File: config.mk
export PLATFORM = sky130hd
export DESIGN_NAME = cpu_dma_ctrl
export DESIGN_NICKNAME = d
export VERILOG_FILES = /design/src/rtl/cpu_dma_ctrl.sv
export SDC_FILE = /design/constraint.sdc
export NUM_CORES = 1
export LEC_CHECK = 0
export CAP_MARGIN = 20
export CELL_PAD_IN_SITES_DETAIL_PLACEMENT = 1
export CELL_PAD_IN_SITES_GLOBAL_PLACEMENT = 1
export CORE_MARGIN = 10
export CORE_UTILIZATION = 42
export CTS_CLUSTER_SIZE = 12
export DETAILED_ROUTE_END_ITERATION = 12
export PLACE_DENSITY = 0.88
export SYNTH_ARGS = -nofsm -noshare
export SYNTH_HDL_FRONTEND = slang
export SYNTH_SLANG_ARGS = --single-unit
File: constraint.sdc
create_clock -name clk -period 4.2 [get_ports clk]
set_input_delay 0.84 -clock clk [delete_from_list [all_inputs] [get_ports clk]]
set_output_delay 0.84 -clock clk [all_outputs]
set_load 0.03 [all_outputs]
File: src/rtl/cpu_dma_ctrl.sv
`default_nettype none
// +--------------------------------------------------------------------+
// | cpu_dma_ctrl : NUM_CH prioritised DMA channels that stall the 6502  |
// | Optional abort input/aborted pulses under macro CPU_DMA_ABORT_EN.   |
// | Rev 1.0                                                             |
// +--------------------------------------------------------------------+
module cpu_dma_ctrl #(
  parameter int NUM_CH = 2,
  parameter int LEN_W  = 8,
  parameter int CH_W   = (NUM_CH > 1) ? $clog2(NUM_CH) : 1
) (
  input  logic                    clk,
  input  logic                    reset,
  input  logic [NUM_CH-1:0]       req,
  input  logic [NUM_CH*16-1:0]    src,
  input  logic [NUM_CH*LEN_W-1:0] len,
  input  logic [NUM_CH*16-1:0]    dst,
  input  logic [NUM_CH-1:0]       dst_inc,
  input  logic                    cpu_rw,
  output logic                    cpu_ready,
  output logic                    bus_own,
  output logic [15:0]             bus_addr,
  output logic                    bus_rw,
  output logic [7:0]              bus_wdata,
  input  logic [7:0]              bus_rdata,
  output logic [NUM_CH-1:0]       busy,
  output logic [NUM_CH-1:0]       done,
  output logic [CH_W-1:0]         active_ch
`ifdef CPU_DMA_ABORT_EN
  ,
  input  logic                    abort,
  output logic [NUM_CH-1:0]       aborted
`endif
);

  typedef enum logic [2:0] {
    S_IDLE  = 3'd0,
    S_HALT  = 3'd1,
    S_ALIGN = 3'd2,
    S_READ  = 3'd3,
    S_WRITE = 3'd4
  } state_t;

  state_t            state_q, state_d;
  logic              phase_q, phase_d;
  logic [NUM_CH-1:0] pending_q, pending_d;
  logic [NUM_CH-1:0] done_q, done_d;
  logic [15:0]       src_q [NUM_CH];
  logic [15:0]       src_d [NUM_CH];
  logic [15:0]       dst_q [NUM_CH];
  logic [15:0]       dst_d [NUM_CH];
  logic [LEN_W-1:0]  len_q [NUM_CH];
  logic [LEN_W-1:0]  len_d [NUM_CH];
  logic [NUM_CH-1:0] inc_q, inc_d;
  logic [LEN_W-1:0]  idx_q, idx_d;
  logic [CH_W-1:0]   ch_q, ch_d;
  logic              cpu_ready_q, cpu_ready_d;
  logic              bus_own_q, bus_own_d;
  logic              bus_rw_q, bus_rw_d;
  logic [15:0]       bus_addr_q, bus_addr_d;
  logic [7:0]        bus_wdata_q, bus_wdata_d;

  logic [NUM_CH-1:0] accept;
  logic [NUM_CH-1:0] remain;
  logic [LEN_W-1:0]  idx_inc;
  logic [CH_W-1:0]   first_ch;
  logic [CH_W-1:0]   next_ch;
  logic              end_xfer;
`ifdef CPU_DMA_ABORT_EN
  logic              abort_q, abort_d;
  logic [NUM_CH-1:0] aborted_q, aborted_d;
`endif

  function automatic logic [CH_W-1:0] lowest(input logic [NUM_CH-1:0] p);
    lowest = '0;
    for (int i = NUM_CH - 1; i >= 0; i--) begin
      if (p[i]) lowest = CH_W'(i);
    end
  endfunction

  always_comb begin
    accept    = req & ~pending_q;
    pending_d = pending_q | accept;
    for (int i = 0; i < NUM_CH; i++) begin
      src_d[i] = accept[i] ? src[16*i +: 16]       : src_q[i];
      dst_d[i] = accept[i] ? dst[16*i +: 16]       : dst_q[i];
      len_d[i] = accept[i] ? len[LEN_W*i +: LEN_W] : len_q[i];
    end
    inc_d       = (dst_inc & accept) | (inc_q & ~accept);
    phase_d     = ~phase_q;
    state_d     = state_q;
    ch_d        = ch_q;
    idx_d       = idx_q;
    bus_addr_d  = bus_addr_q;
    bus_wdata_d = bus_wdata_q;
    done_d      = '0;
    idx_inc     = idx_q + LEN_W'(1);
    remain      = pending_q & ~(NUM_CH'(1) << ch_q);
    first_ch    = lowest(pending_q);
    next_ch     = lowest(remain);
    // len of zero wraps idx_inc back to zero after 2^LEN_W bytes
    end_xfer    = (idx_inc == len_q[ch_q]);
`ifdef CPU_DMA_ABORT_EN
    abort_d     = abort_q;
    aborted_d   = '0;
    end_xfer    = end_xfer | abort_q;
`endif

    case (state_q)
      S_IDLE: begin
        if (|pending_d) state_d = S_HALT;
      end
      S_HALT: begin
        if (cpu_rw) begin
          ch_d       = first_ch;
          idx_d      = '0;
          bus_addr_d = src_q[first_ch];
          state_d    = phase_q ? S_READ : S_ALIGN;
        end
      end
      S_ALIGN: begin
        bus_addr_d = src_q[ch_q];
        state_d    = S_READ;
      end
      S_READ: begin
        bus_wdata_d = bus_rdata;
        bus_addr_d  = inc_q[ch_q] ? dst_q[ch_q] + 16'(idx_q) : dst_q[ch_q];
        state_d     = S_WRITE;
`ifdef CPU_DMA_ABORT_EN
        abort_d     = abort;
`endif
      end
      S_WRITE: begin
        idx_d = idx_inc;
        if (end_xfer) begin
          pending_d[ch_q] = 1'b0;
`ifdef CPU_DMA_ABORT_EN
          abort_d = 1'b0;
          if (abort_q) aborted_d[ch_q] = 1'b1;
          else         done_d[ch_q]    = 1'b1;
`else
          done_d[ch_q] = 1'b1;
`endif
          // WRITE sits on an odd phase, so the next channel can read at once
          if (|remain) begin
            ch_d       = next_ch;
            idx_d      = '0;
            bus_addr_d = src_q[next_ch];
            state_d    = S_READ;
          end else begin
            state_d = S_IDLE;
          end
        end else begin
          bus_addr_d = src_q[ch_q] + 16'(idx_inc);
          state_d    = S_READ;
        end
      end
      default: state_d = S_IDLE;
    endcase

    cpu_ready_d = (state_d == S_IDLE);
    bus_own_d   = (state_d == S_ALIGN) || (state_d == S_READ) || (state_d == S_WRITE);
    bus_rw_d    = (state_d != S_WRITE);
  end

  always_ff @(posedge clk) begin
    if (reset) begin
      state_q     <= S_IDLE;
      phase_q     <= 1'b0;
      pending_q   <= '0;
      done_q      <= '0;
      inc_q       <= '0;
      idx_q       <= '0;
      ch_q        <= '0;
      cpu_ready_q <= 1'b1;
      bus_own_q   <= 1'b0;
      bus_rw_q    <= 1'b1;
      bus_addr_q  <= '0;
      bus_wdata_q <= '0;
      for (int i = 0; i < NUM_CH; i++) begin
        src_q[i] <= '0;
        dst_q[i] <= '0;
        len_q[i] <= '0;
      end
`ifdef CPU_DMA_ABORT_EN
      abort_q     <= 1'b0;
      aborted_q   <= '0;
`endif
    end else begin
      state_q     <= state_d;
      phase_q     <= phase_d;
      pending_q   <= pending_d;
      done_q      <= done_d;
      inc_q       <= inc_d;
      idx_q       <= idx_d;
      ch_q        <= ch_d;
      cpu_ready_q <= cpu_ready_d;
      bus_own_q   <= bus_own_d;
      bus_rw_q    <= bus_rw_d;
      bus_addr_q  <= bus_addr_d;
      bus_wdata_q <= bus_wdata_d;
      for (int i = 0; i < NUM_CH; i++) begin
        src_q[i] <= src_d[i];
        dst_q[i] <= dst_d[i];
        len_q[i] <= len_d[i];
      end
`ifdef CPU_DMA_ABORT_EN
      abort_q     <= abort_d;
      aborted_q   <= aborted_d;
`endif
    end
  end

  assign cpu_ready = cpu_ready_q;
  assign bus_own   = bus_own_q;
  assign bus_addr  = bus_addr_q;
  assign bus_rw    = bus_rw_q;
  assign bus_wdata = bus_wdata_q;
  assign busy      = pending_q;
  assign done      = done_q;
  assign active_ch = ch_q;
`ifdef CPU_DMA_ABORT_EN
  assign aborted   = aborted_q;
`endif

endmodule
`default_nettype wire

==> results of run 1 <==
[cells in the mapped netlist (all sizes together), types with 15 or more instances]
library cell | number | area [µm²]
and2 | 83 | 519
mux2i | 41 | 410
nand3 | 18 | 95.1
xnor2 | 28 | 253
ha | 15 | 188
a21oi | 43 | 215
mux2 | 17 | 191
o21ai | 39 | 195
nor2 | 52 | 200
clkbuf | 31 | 116
edfxtp | 80 | 2400
inv | 18 | 67.6
dfxtp | 47 | 941
nand2 | 73 | 274
[metrics by stage]
step           hold slack, ns  power (mW)  setup slack [ns]
4_1_cts                 0.421        3.70             0.646
6_report                0.445        3.69             0.631
5_1_grt                 0.450        3.82             0.414
3_5_place_dp            0.413        2.14             0.669
3_3_place_gp            0.403        2.12             0.853
2_1_floorplan           0.393        1.88             0.398
[worst max-delay path by stage]
stage	startpoint	end	cells after the start
finish	flop	bus_addr[14]$_SDFFE_PP0P_	13
detailed placement	flop	bus_addr[14]$_SDFFE_PP0P_	13
global route	flop	bus_addr[11]$_SDFFE_PP0P_	12
global placement	flop	bus_addr[14]$_SDFFE_PP0P_	13
CTS	flop	bus_addr[14]$_SDFFE_PP0P_	13
floorplan	flop	bus_addr[14]$_SDFFE_PP0P_	16
[area by class of cell]
class | instances | area share (%)
Sequential cell | 127 | 35.0
Clock inverter | 12 | 1.74
Timing Repair Buffer | 142 | 14.8
Clock buffer | 20 | 4.68
Multi-Input combinational cell | 560 | 40.0
Inverter | 19 | 0.747
Tap cell | 225 | 2.95
[power groups by stage]
stage | Clock, mW | Sequential (mW) | Combinational, mW
finish | 1.55 | 1.50 | 0.632
global route | 1.63 | 1.51 | 0.682
CTS | 1.57 | 1.50 | 0.624
detailed placement | 0 | 1.53 | 0.617
global placement | 0 | 1.52 | 0.596
floorplan | 0 | 1.54 | 0.331
[metal layers]
layer	vias up	track usage [%]	part of all wire, %
li1	2902	-	-
met1	3082	23.9	43
met2	247	32.0	48
met3	43	5.22	6.2
met4	0	8.63	2.7
met5	-	0	0
[cells by family (layout without fill, tap and decap cells)]
kind of cell / count (synthesis) / count (layout) / synth area share (%)
AOI/OAI and AO/OA: 159 / 159 / 13.7
muxes: 58 / 58 / 8.10
buffers and inverters: 63 / 193 / 3.76
xor gates and xnor gates: 46 / 46 / 6.67
adders and majority gates: 20 / 20 / 3.50
DFF: 127 / 127 / 45.0
and+or+nand+nor: 277 / 277 / 19.3
[placed cells by master, fill, tap and decap left out, types with 5 or more instances in the layout]
cell type | Yosys | layout
clkdlybuf4s50_1 | 0 | 126
and2_1 | 83 | 83
edfxtp_1 | 80 | 80
nand2_1 | 73 | 71
nor2_1 | 50 | 50
dfxtp_1 | 47 | 46
a21oi_1 | 43 | 42
mux2i_1 | 41 | 41
o21ai_0 | 35 | 35
xnor2_1 | 27 | 27
inv_1 | 18 | 18
mux2_2 | 17 | 17
nand3_1 | 17 | 17
clkbuf_16 | 0 | 17
ha_1 | 15 | 15
buf_4 | 4 | 14
a211oi_1 | 13 | 13
xor2_1 | 12 | 12
nor2b_1 | 12 | 11
nor3_1 | 11 | 11
o211ai_1 | 9 | 9
a31oi_1 | 8 | 8
a22oi_1 | 8 | 8
and3_1 | 6 | 6
a21o_1 | 6 | 6
o22ai_1 | 6 | 6
nand3b_1 | 5 | 5
o21a_1 | 5 | 5
or3_1 | 5 | 5
[state kept, by name (all words and copies together) (netlist names), named ones only]
register,flops
done,2
active_ch,1
dst_q,32
busy,2
src_q,32
bus_wdata,8
state_q,3
phase_q,1
idx_q,8
len_q,16
bus_rw,1
bus_own,1
cpu_ready,1
bus_addr,16
==> results.md, run 1 <==
* Status: finished, final reports clean
* Register area at about 3300 µm²
* Crit-path cells: mux2_2 -> ha_1 -> inv_1 -> fa_1 -> inv_1 -> maj3_2 -> maj3_1 -> a31oi_1 -> o21a_1 -> nor2_1 -> xnor2_1 -> a221oi_1 -> a21oi_1
* Leak pwr at 3.57 nW
* Crit path required time at about 4.5 ns
* Clk_lat worst skew at approximately 0.43 ns
* Pwr per Cell Area at 386 nW/µm²
* Internal Power at 2.72 mW
* Crit path time final at about 3.6 ns
* Top_reg_cell synth: edfxtp_1
* WP data arrival at 3.87 ns
* Root Driver: clkbuf_16
* Antenna violations before repair at 0
* Reg power frac at between 40 and 50%
* Crit path capture type: flop
* Num CTS Buffers at 17
* GP Congestion at 0.961
* Total gr overflow at 0
* Post-synth EDFFs at 80
* Final Instance Area at approximately 9500 µm²
* Setup tns final at 0 ns
* TritonCTS clock tree: done
* Die width at ~150 µm
* Wire per inst at around 21 µm
* Vias at 6274
* Max VDD drop at 0.000364 V
* Worst-case clock skew at 0.0112 ns
* Max Clock Freq at roughly 0.28 GHz
* RSZ-0062 raised after global routing: false
* Crit-path max FO at 14
* Hold path depth at 1
* Sw frac at 26.4%
* Fraction of layout cells with a size suffix above 1 at 9.09%
* # IOs at 127
* H-tree Lvls at 4
* Starting Density at 42.9%
* Detail Route Antenna Nets at 0
* Worst hold path type: reg2reg
* Pre-antenna DRT Iters at 5
* CP Class: reg2reg
* Placement Cell Area at 8890 µm²
* Die area at approximately 23000 µm²
* Routed vias/inst at 5.68
* Gate power share at around 17%
* Buf/Inv on CP at 2
* # placed instances at 1071
* Clock power share at 42.1%
* Cell count after synthesis at 750
* Crit-path leading delay family: adder cells
* Multi-input logic area at 3820 µm²
* Vias in the first global route at 6660
* Clk sink count at 127
* Synth Register Bits at 127
* Cell Rows at 48
* Clk slew on worst S/H paths at 0.06 ns
* CP most frequent cell: inv_1
* Final Net Count at 979
* P_sw at 973 µW
* Setup Fix Bufs, Post-CTS at 0
* DR iter-0 viols at roughly 480
* Worst-Margin Slew at ~1.0 ns
* CTS Hold Bufs at 0
* Fillers at 1887
* Final hold vios at 0
* Element type at the critical path start: flop
* Slew HR at 31.7%
* HPWL after detailed placement at 17000 µm
* Worst reg2reg setup slack at 0.63 ns
* GRT Util Overall at 19.6%
* First-pass GRT wire length at ~37000 µm
* Quantity of gates resized following cts at 0
* Reg2reg path depth at 13
* Setup-failing EPs final at 0
* Final Non-Filler Cells at 1105
* Area Growth Syn to Fin at 28.6%
* Fraction of registers with async set/reset at 0%
* Yosys cell types at 62
* Inserted Diodes at 0
* Post-Syn Area at approximately 7400 µm²
* DRC at 0
* CORE AREA at 17300 µm²
* Total Wirelength at about 24000 µm
* Fin crit share at between 80% and 90%
* Pin count of the biggest net entering global routing at 58
* Hold EP: phase_q$_SDFF_PP0_
* Die height at 153 µm
* Max-slew violations at 0
* Port bufs at between 100 and 150
* Final core utilization at a little under three fifths
* Synth Area per Inst at 9.90 µm²
* Mapped Nets at 862
* Ys Warns at 0
* Hold Crit Start: phase_q$_SDFF_PP0_
* Max clock buf depth at 2
* Critical-path top delay cell: dfxtp_2
* FF-to-FF End: bus_addr[14]$_SDFFE_PP0P_
* Max-Cap Viols at 0
* Register area share after synthesis at approximately 45%
* CP peak stage delay at 0.58 ns
No activity file was read; power rests on OpenSTA's default activity.
==> inputs of run 2 (changes only) <==
==> constraint.sdc (replaced) <==
create_clock -name clk -period 3.45 [get_ports clk]
set_input_delay 0.69 -clock clk [delete_from_list [all_inputs] [get_ports clk]]
set_output_delay 0.69 -clock clk [all_outputs]
set_load 0.03 [all_outputs]
==> run 2 against run 1 <==
- die area unchanged
- total power increased by 15%
- worst hold slack got worse by 0.026 ns
- global-route usage increased by 0.46 points
- first-iteration DRC count decreased by 14%
- sequential cell count unchanged
- setup slack got worse by 0.46 ns
- clock skew decreased by 0.0049 ns
- fmax increased by 9.0%
- critical path type unchanged
- largest power group is now registers
- highest routed layer unchanged
==> results.md, run 2 (synthesis results as in run 1) <==
* Root Driver: clkbuf_16 (unchanged)
* Antenna violations before repair at 0 (unchanged)
* Setup-failing EPs final at 0 (unchanged)
* Commonest non-fill, non-tap cell in the layout: clkdlybuf4s50_1 (unchanged)
* Clock power share at 38.0% (was 42.1%)
* Internal Power at 3.04 mW (was 2.72 mW)
* Gate power share at 18.9% (was 17.1%)
* Routed vias/inst at 5.62 (was 5.68)
* # placed instances at 1083 (was 1071)
* Most frequent cells in the layout: clkdlybuf4s50_1 (126), and2_1 (83), edfxtp_1 (80), nand2_1 (71), nor2_1 (50) (unchanged)
* Total Wirelength at 24000 µm (was 23600 µm)
* Setup tns final at 0 ns (unchanged)
* Vias in the first global route at 6682 (was 6660)
* Worst reg2reg setup slack at 0.18 ns (was 0.63 ns)
* Max-Cap Viols at 0 (unchanged)
* Die width at 153 µm (unchanged)
* Final Instance Area at 9540 µm² (was 9550 µm²)
* Fillers at 1955 (was 1887)
* Vias at 6264 (was 6274)
* HPWL after detailed placement at 17900 µm (was 17000 µm)
* Num CTS Buffers at 17 (unchanged)
* Detail Route Antenna Nets at 0 (unchanged)
* Reg2reg path depth at 13 (unchanged)
* Starting Density at 42.9% (unchanged)
* Setup Fix Bufs, Post-CTS at 0 (unchanged)
* Worst-case clock skew at 0.00630 ns (was 0.0112 ns)
* CP most frequent cell: inv_1 (unchanged)
* GRT met1 Usage at 25.1% (was 23.9%)
* Pin count of the biggest net entering global routing at 46 (was 58)
* Max clock buf depth at 2 (unchanged)
* Reg power frac at 43.1% (was 40.8%)
* Crit-path cells: mux2_2 -> ha_1 -> inv_1 -> fa_2 -> inv_1 -> maj3_2 -> maj3_1 -> a31oi_1 -> o21a_1 -> nor2_1 -> xnor2_1 -> a221oi_1 -> a21oi_1 (was mux2_2 -> ha_1 -> inv_1 -> fa_1 -> inv_1 -> maj3_2 -> maj3_1 -> a31oi_1 -> o21a_1 -> nor2_1 -> xnor2_1 -> a221oi_1 -> a21oi_1)
* Element type at the critical path start: flop (unchanged)
* Area Growth Syn to Fin at 28.5% (was 28.6%)
* Placement Cell Area at 9000 µm² (was 8890 µm²)
* Clk_lat worst skew at 0.43 ns (about the same)
* Crit path capture type: flop (unchanged)
* Slew HR at 41.8% (was 31.7%)
* Hold WS at 0.418 ns (was 0.445 ns)
* Clk slew on worst S/H paths at 0.06 ns (about the same)
* RSZ-0062 raised after global routing: false (unchanged)
* Multi-input logic area at 3830 µm² (was 3820 µm²)
* Top flop regs: dst_q: 32 flops, src_q: 32 flops (unchanged)
* Power, Total at 4.23 mW (was 3.69 mW)
* P_sw at 1.19 mW (was 973 µW)
* Wire per inst at 21.5 µm (was 21.4 µm)
* FF-to-FF End: bus_addr[14]$_SDFFE_PP0P_ (unchanged)
* Hold Crit Start: phase_q$_SDFF_PP0_ (unchanged)
* First-pass GRT wire length at 37400 µm (was 37000 µm)
* H-tree Lvls at 4 (unchanged)
* Inserted Diodes at 0 (unchanged)
* TritonCTS clock tree: done (unchanged)
* Register area at 3340 µm² (unchanged)
* Sw frac at 28.2% (was 26.4%)
* Cell Rows at 48 (unchanged)
* Max Clock Freq at 0.305 GHz (was 0.280 GHz)
* Hold EP: phase_q$_SDFF_PP0_ (unchanged)
* Final Non-Filler Cells at 1115 (was 1105)
* Status: finished, final reports clean (unchanged)
* GR Util met3 at 4.97% (was 5.22%)
* Leak pwr at 3.56 nW (was 3.57 nW)
* Fin crit share at 94.9% (was 85.0%)
* CTS Hold Bufs at 0 (unchanged)
* Final Net Count at 989 (was 979)
* Max VDD drop at 0.000369 V (was 0.000364 V)
* Die area at 23400 µm² (unchanged)
* Max-slew violations at 0 (unchanged)
* Pre-antenna DRT Iters at 5 (unchanged)
* CORE AREA at 17300 µm² (unchanged)
* Clk sink count at 127 (unchanged)
* Crit path required time at 3.75 ns (was 4.50 ns)
* Final hold vios at 0 (unchanged)
* Total gr overflow at 0 (unchanged)
* WP data arrival at 3.58 ns (was 3.87 ns)
* Worst-Margin Slew at 0.869 ns (was 1.02 ns)
* GP Congestion at 0.931 (was 0.961)
* Critical-path top delay cell: maj3_1 (was dfxtp_2)
* DRC at 0 (unchanged)
* Crit-path max FO at 5 (was 14)
* Fraction of layout cells with a size suffix above 1 at 10.2% (was 9.09%)
* DR iter-0 viols at 410 (was 475)
* # IOs at 127 (unchanged)
* GR Util met2 at 32.8% (was 32.0%)
* Crit path time final at 3.27 ns (was 3.57 ns)
* CP peak stage delay at 0.40 ns (was 0.58 ns)
* CP Class: reg2reg (unchanged)
* Hold path depth at 1 (unchanged)
* GRT Util Overall at 20.1% (was 19.6%)
* Worst hold path type: reg2reg (unchanged)
* Die height at 153 µm (unchanged)
* Pwr per Cell Area at 443 nW/µm² (was 386 nW/µm²)
* Quantity of gates resized following cts at 0 (unchanged)
* GR peak layer: met2 (unchanged)
* Port bufs at 126 (unchanged)
==> run 2: changes by cell type in the layout (fill, tap and decap cells not counted), sizes merged <==
cell and delta:
bufinv -4, buf +10, clkinvlp +4
==> run 2: final cells by class <==
class / instances / area share, %
Multi-Input combinational cell: 560 / 40.2
Sequential cell: 127 / 35.1
Timing Repair Buffer: 152 / 15.6
Clock buffer: 20 / 4.79
Tap cell: 225 / 2.95
Inverter: 19 / 0.748
Clock inverter: 12 / 0.734
==> run 2: metrics by stage <==
step	setup slack, ns	utilization (%)
5_1_grt	0.0100	55.2
3_5_place_dp	0.212	52.1
4_1_cts	0.129	55.1
2_1_floorplan	0.00473	-
3_3_place_gp	0.363	52.1
6_report	0.175	55.2
==> run 2: worst max-delay path: cells and delay by family (launching register included) <==
kind | cells | cell delay, ns
DFF | 1 | 0.39
adders and majority gates | 4 | 1.11
muxes | 1 | 0.37
xor gates and xnor gates | 1 | 0.12
buffers and inverters | 2 | 0.13
and+or+nand+nor | 1 | 0.09
AOI/OAI and AO/OA | 4 | 0.94
==> run 2: power groups by stage <==
stage / clock network [mW] / registers, mW / logic [mW]
2_1_floorplan: 0 / 1.88 / 0.406
3_3_place_gp: 0 / 1.84 / 0.759
3_5_place_dp: 0 / 1.85 / 0.787
4_1_cts: 1.64 / 1.82 / 0.794
5_1_grt: 1.70 / 1.83 / 0.856
6_report: 1.61 / 1.82 / 0.798
==> run 2: per-layer routing <==
layer / routed length, µm / up-vias
met5: 0 / -
met4: 513 / 0
met3: 1390 / 40
met2: 11400 / 211
met1: 10600 / 3079
li1: - / 2934
==> run 2: worst max path at each step <==
stage	end	slack, ns
2_1_floorplan	bus_addr[14]$_SDFFE_PP0P_	0.005
3_3_place_gp	bus_addr[14]$_SDFFE_PP0P_	0.36
3_5_place_dp	bus_addr[10]$_SDFFE_PP0P_	0.21
4_1_cts	bus_addr[10]$_SDFFE_PP0P_	0.13
5_1_grt	bus_addr[11]$_SDFFE_PP0P_	0.01
6_report	bus_addr[14]$_SDFFE_PP0P_	0.18
==> inputs of run 3 (changes only) <==
==> config.mk (replaced) <==
export PLATFORM = sky130hd
export DESIGN_NAME = cpu_dma_ctrl
export DESIGN_NICKNAME = d
export VERILOG_FILES = /design/src/rtl/cpu_dma_ctrl.sv
export SDC_FILE = /design/constraint.sdc
export NUM_CORES = 1
export LEC_CHECK = 0
export CAP_MARGIN = 20
export CORE_MARGIN = 10
export CORE_UTILIZATION = 54
export CTS_CLUSTER_SIZE = 12
export DETAILED_ROUTE_END_ITERATION = 12
export PLACE_DENSITY = 0.87
export SYNTH_ARGS = -nofsm -noshare
export SYNTH_HDL_FRONTEND = slang
export SYNTH_SLANG_ARGS = --single-unit
==> run 3 against run 2 <==
- global-route usage up 3.0 points
- routed wire length shrank 9.8%
- fmax grew 2.8%
- setup slack improved by 0.089 ns
- die area shrank 19%
- sequential power is essentially flat
- count of clock-buffer cells in the layout fell by 1
- cell count down 4.5%
- combinational power down 2.8%
- first-iteration DRC count up 42%
- via count fell by 0.83%
- sequential cell count is the same
- largest power group is now clock
- highest routed layer unchanged
==> results.md, run 3 (synthesis results as in run 1) <==
* Status: finished, final reports clean (unchanged)
* Fillers at 988 (was 1955)
* Total Wirelength at 21600 µm (was 24000 µm)
* Starting Density at 55.6% (was 42.9%)
* Max Clock Freq at 0.314 GHz (was 0.305 GHz)
* Slew HR at 45.3% (was 41.8%)
* # IOs at 127 (unchanged)
* Worst-Margin Slew at 0.810 ns (was 0.869 ns)
* HPWL after detailed placement at 16000 µm (was 17900 µm)
* Crit-path max FO at 32 (was 5)
* GR Util met3 at 7.57% (was 4.97%)
* Fin crit share at 92.4% (was 94.9%)
* Root Driver: clkbuf_16 (unchanged)
* Clk sink count at 127 (unchanged)
* DRC at 0 (unchanged)
* Clk slew on worst S/H paths at 0.06 ns (about the same)
* Fraction of layout cells with a size suffix above 1 at 10.2% (about the same)
* Element type at the critical path start: flop (unchanged)
* Routed vias/inst at 5.83 (was 5.62)
* DR iter-0 viols at 581 (was 410)
* Crit path capture type: flop (unchanged)
* Inserted Diodes at 0 (unchanged)
* Die width at 137 µm (was 153 µm)
* Die height at 137 µm (was 153 µm)
* Crit path required time at 3.77 ns (was 3.75 ns)
* GR peak layer: met2 (unchanged)
* GRT Util Overall at 23.1% (was 20.1%)
* Worst hold path type: reg2reg (unchanged)
* Detail Route Antenna Nets at 0 (unchanged)
* Hold Crit Start: phase_q$_SDFF_PP0_ (unchanged)
* Final core utilization at 71.5% (was 55.2%)
* GRT met1 Usage at 28.3% (was 25.1%)
* Final Net Count at 988 (was 989)
* TritonCTS clock tree: done (unchanged)
* Vias in the first global route at 6132 (was 6682)
* First-pass GRT wire length at 33300 µm (was 37400 µm)
* Worst setup margin at 0.264 ns (was 0.175 ns)
* CORE AREA at 13300 µm² (was 17300 µm²)
* Wire per inst at 20.3 µm (was 21.5 µm)
* Cell Rows at 42 (was 48)
* Area Growth Syn to Fin at 28.5% (about the same)
* H-tree Lvls at 4 (unchanged)
* Clk_lat worst skew at 0.43 ns (about the same)
* CP Class: reg2reg (unchanged)
* Setup-failing EPs final at 0 (unchanged)
* Max-Cap Viols at 0 (unchanged)
* Max-slew violations at 0 (unchanged)
* Antenna violations before repair at 0 (unchanged)
* Leak pwr at 3.60 nW (was 3.56 nW)
* Die area at 18800 µm² (was 23400 µm²)
* Most frequent cells in the layout: clkdlybuf4s50_1 (126), and2_1 (83), edfxtp_1 (80), nand2_1 (73), nor2_1 (50) (was clkdlybuf4s50_1 (126), and2_1 (83), edfxtp_1 (80), nand2_1 (71), nor2_1 (50))
* Top flop regs: dst_q: 32 flops, src_q: 32 flops (unchanged)
* Pre-antenna DRT Iters at 5 (unchanged)
* Register area at 3340 µm² (unchanged)
* Port bufs at 126 (unchanged)
* Vias at 6212 (was 6264)
* CP peak stage delay at 0.35 ns (was 0.40 ns)
* Worst-case clock skew at 0.00482 ns (was 0.00630 ns)
* Max clock buf depth at 2 (unchanged)
* Max VDD drop at 0.000314 V (was 0.000369 V)
* Pin count of the biggest net entering global routing at 72 (was 46)
* GR Util met2 at 35.8% (was 32.8%)
* Setup Fix Bufs, Post-CTS at 0 (unchanged)
* GP Congestion at 1.01 (was 0.931)
* RSZ-0062 raised after global routing: false (unchanged)
* Total gr overflow at 0 (unchanged)
* Pwr per Cell Area at 465 nW/µm² (was 443 nW/µm²)
* Num CTS Buffers at 17 (unchanged)
* Crit path time final at 3.19 ns (was 3.27 ns)
* Critical-path top delay cell: dfxtp_2 (was maj3_1)
* Crit-path cells: buf_12 -> mux2i_2 -> inv_1 -> ha_1 -> a21oi_1 -> maj3_2 -> o31a_1 -> o21ai_1 -> nor3b_2 -> xor2_1 -> o211ai_1 -> a32o_1 (was mux2_2 -> ha_1 -> inv_1 -> fa_2 -> inv_1 -> maj3_2 -> maj3_1 -> a31oi_1 -> o21a_1 -> nor2_1 -> xnor2_1 -> a221oi_1 -> a21oi_1)
* Post-Place Setup Slack at 0.294 ns (was 0.212 ns)
* Commonest non-fill, non-tap cell in the layout: clkdlybuf4s50_1 (unchanged)
* WP data arrival at 3.50 ns (was 3.58 ns)
* Multi-input logic area at 3820 µm² (was 3830 µm²)
* Final hold vios at 0 (unchanged)
* Setup tns final at 0 ns (unchanged)
==> run 3: per-layer routing <==
metal	wire length [µm]	share of wire, %	vias to the layer above
met1	8670	40	2920
met3	2320	11	50
met5	0	0	-
met4	713	3.3	0
met2	9900	46	309
li1	-	-	2933
==> run 3: cell type report <==
| class | instances | area share (%) |
|---|---|---|
| multi-input combinational | 560 | 40.1 |
| timing repair buffer | 151 | 15.4 |
| sequential | 127 | 35.1 |
| clock inverter | 13 | 1.72 |
| inverter | 19 | 0.747 |
| tap | 176 | 2.31 |
| clock buffer | 19 | 4.64 |
==> run 3: worst paths after layout <==
path	endpoint	slack, ns	depth (start not counted)
worst max-delay path	bus_addr[15]$_SDFFE_PP0P_	0.26	12
worst min-delay path	phase_q$_SDFF_PP0_	0.44	1
worst max register to register	bus_addr[15]$_SDFFE_PP0P_	0.26	12
worst min register to register	phase_q$_SDFF_PP0_	0.44	1
==> run 3: timing repair <==
item / CTS / global route
setup endpoints to repair: 0 / 1
resized for setup: 0 / 1
hold buffers: 0 / 0
==> run 3: worst max-delay path: cells and delay by family (launching register included) <==
| kind | cells | cell delay [ns] |
|---|---|---|
| compound gates | 5 | 1.06 |
| fa+ha+maj | 2 | 0.61 |
| flops | 1 | 0.35 |
| mux | 1 | 0.33 |
| buf+inv | 2 | 0.30 |
| simple gates | 1 | 0.25 |
| xor+xnor | 1 | 0.16 |
==> run 3: stage by stage <==
step	cell area (µm²)	hold WS [ns]	cells	total power [mW]
after detailed placement	8930	0.423	1033	2.61
after floorplan	7460	0.393	750	2.29
final	9540	0.436	1065	4.44
after CTS	9540	0.439	1065	4.44
after global routing	9540	0.466	1065	4.59
after global placement	8930	0.409	1033	2.60
==> run 3: report_power, final <==
| part | switching [mW] | internal, mW |
|---|---|---|
| sequential | 0.0778 | 1.75 |
| clock | 0.686 | 1.15 |
| combinational | 0.431 | 0.345 |
| total | 1.19 | 3.24 |
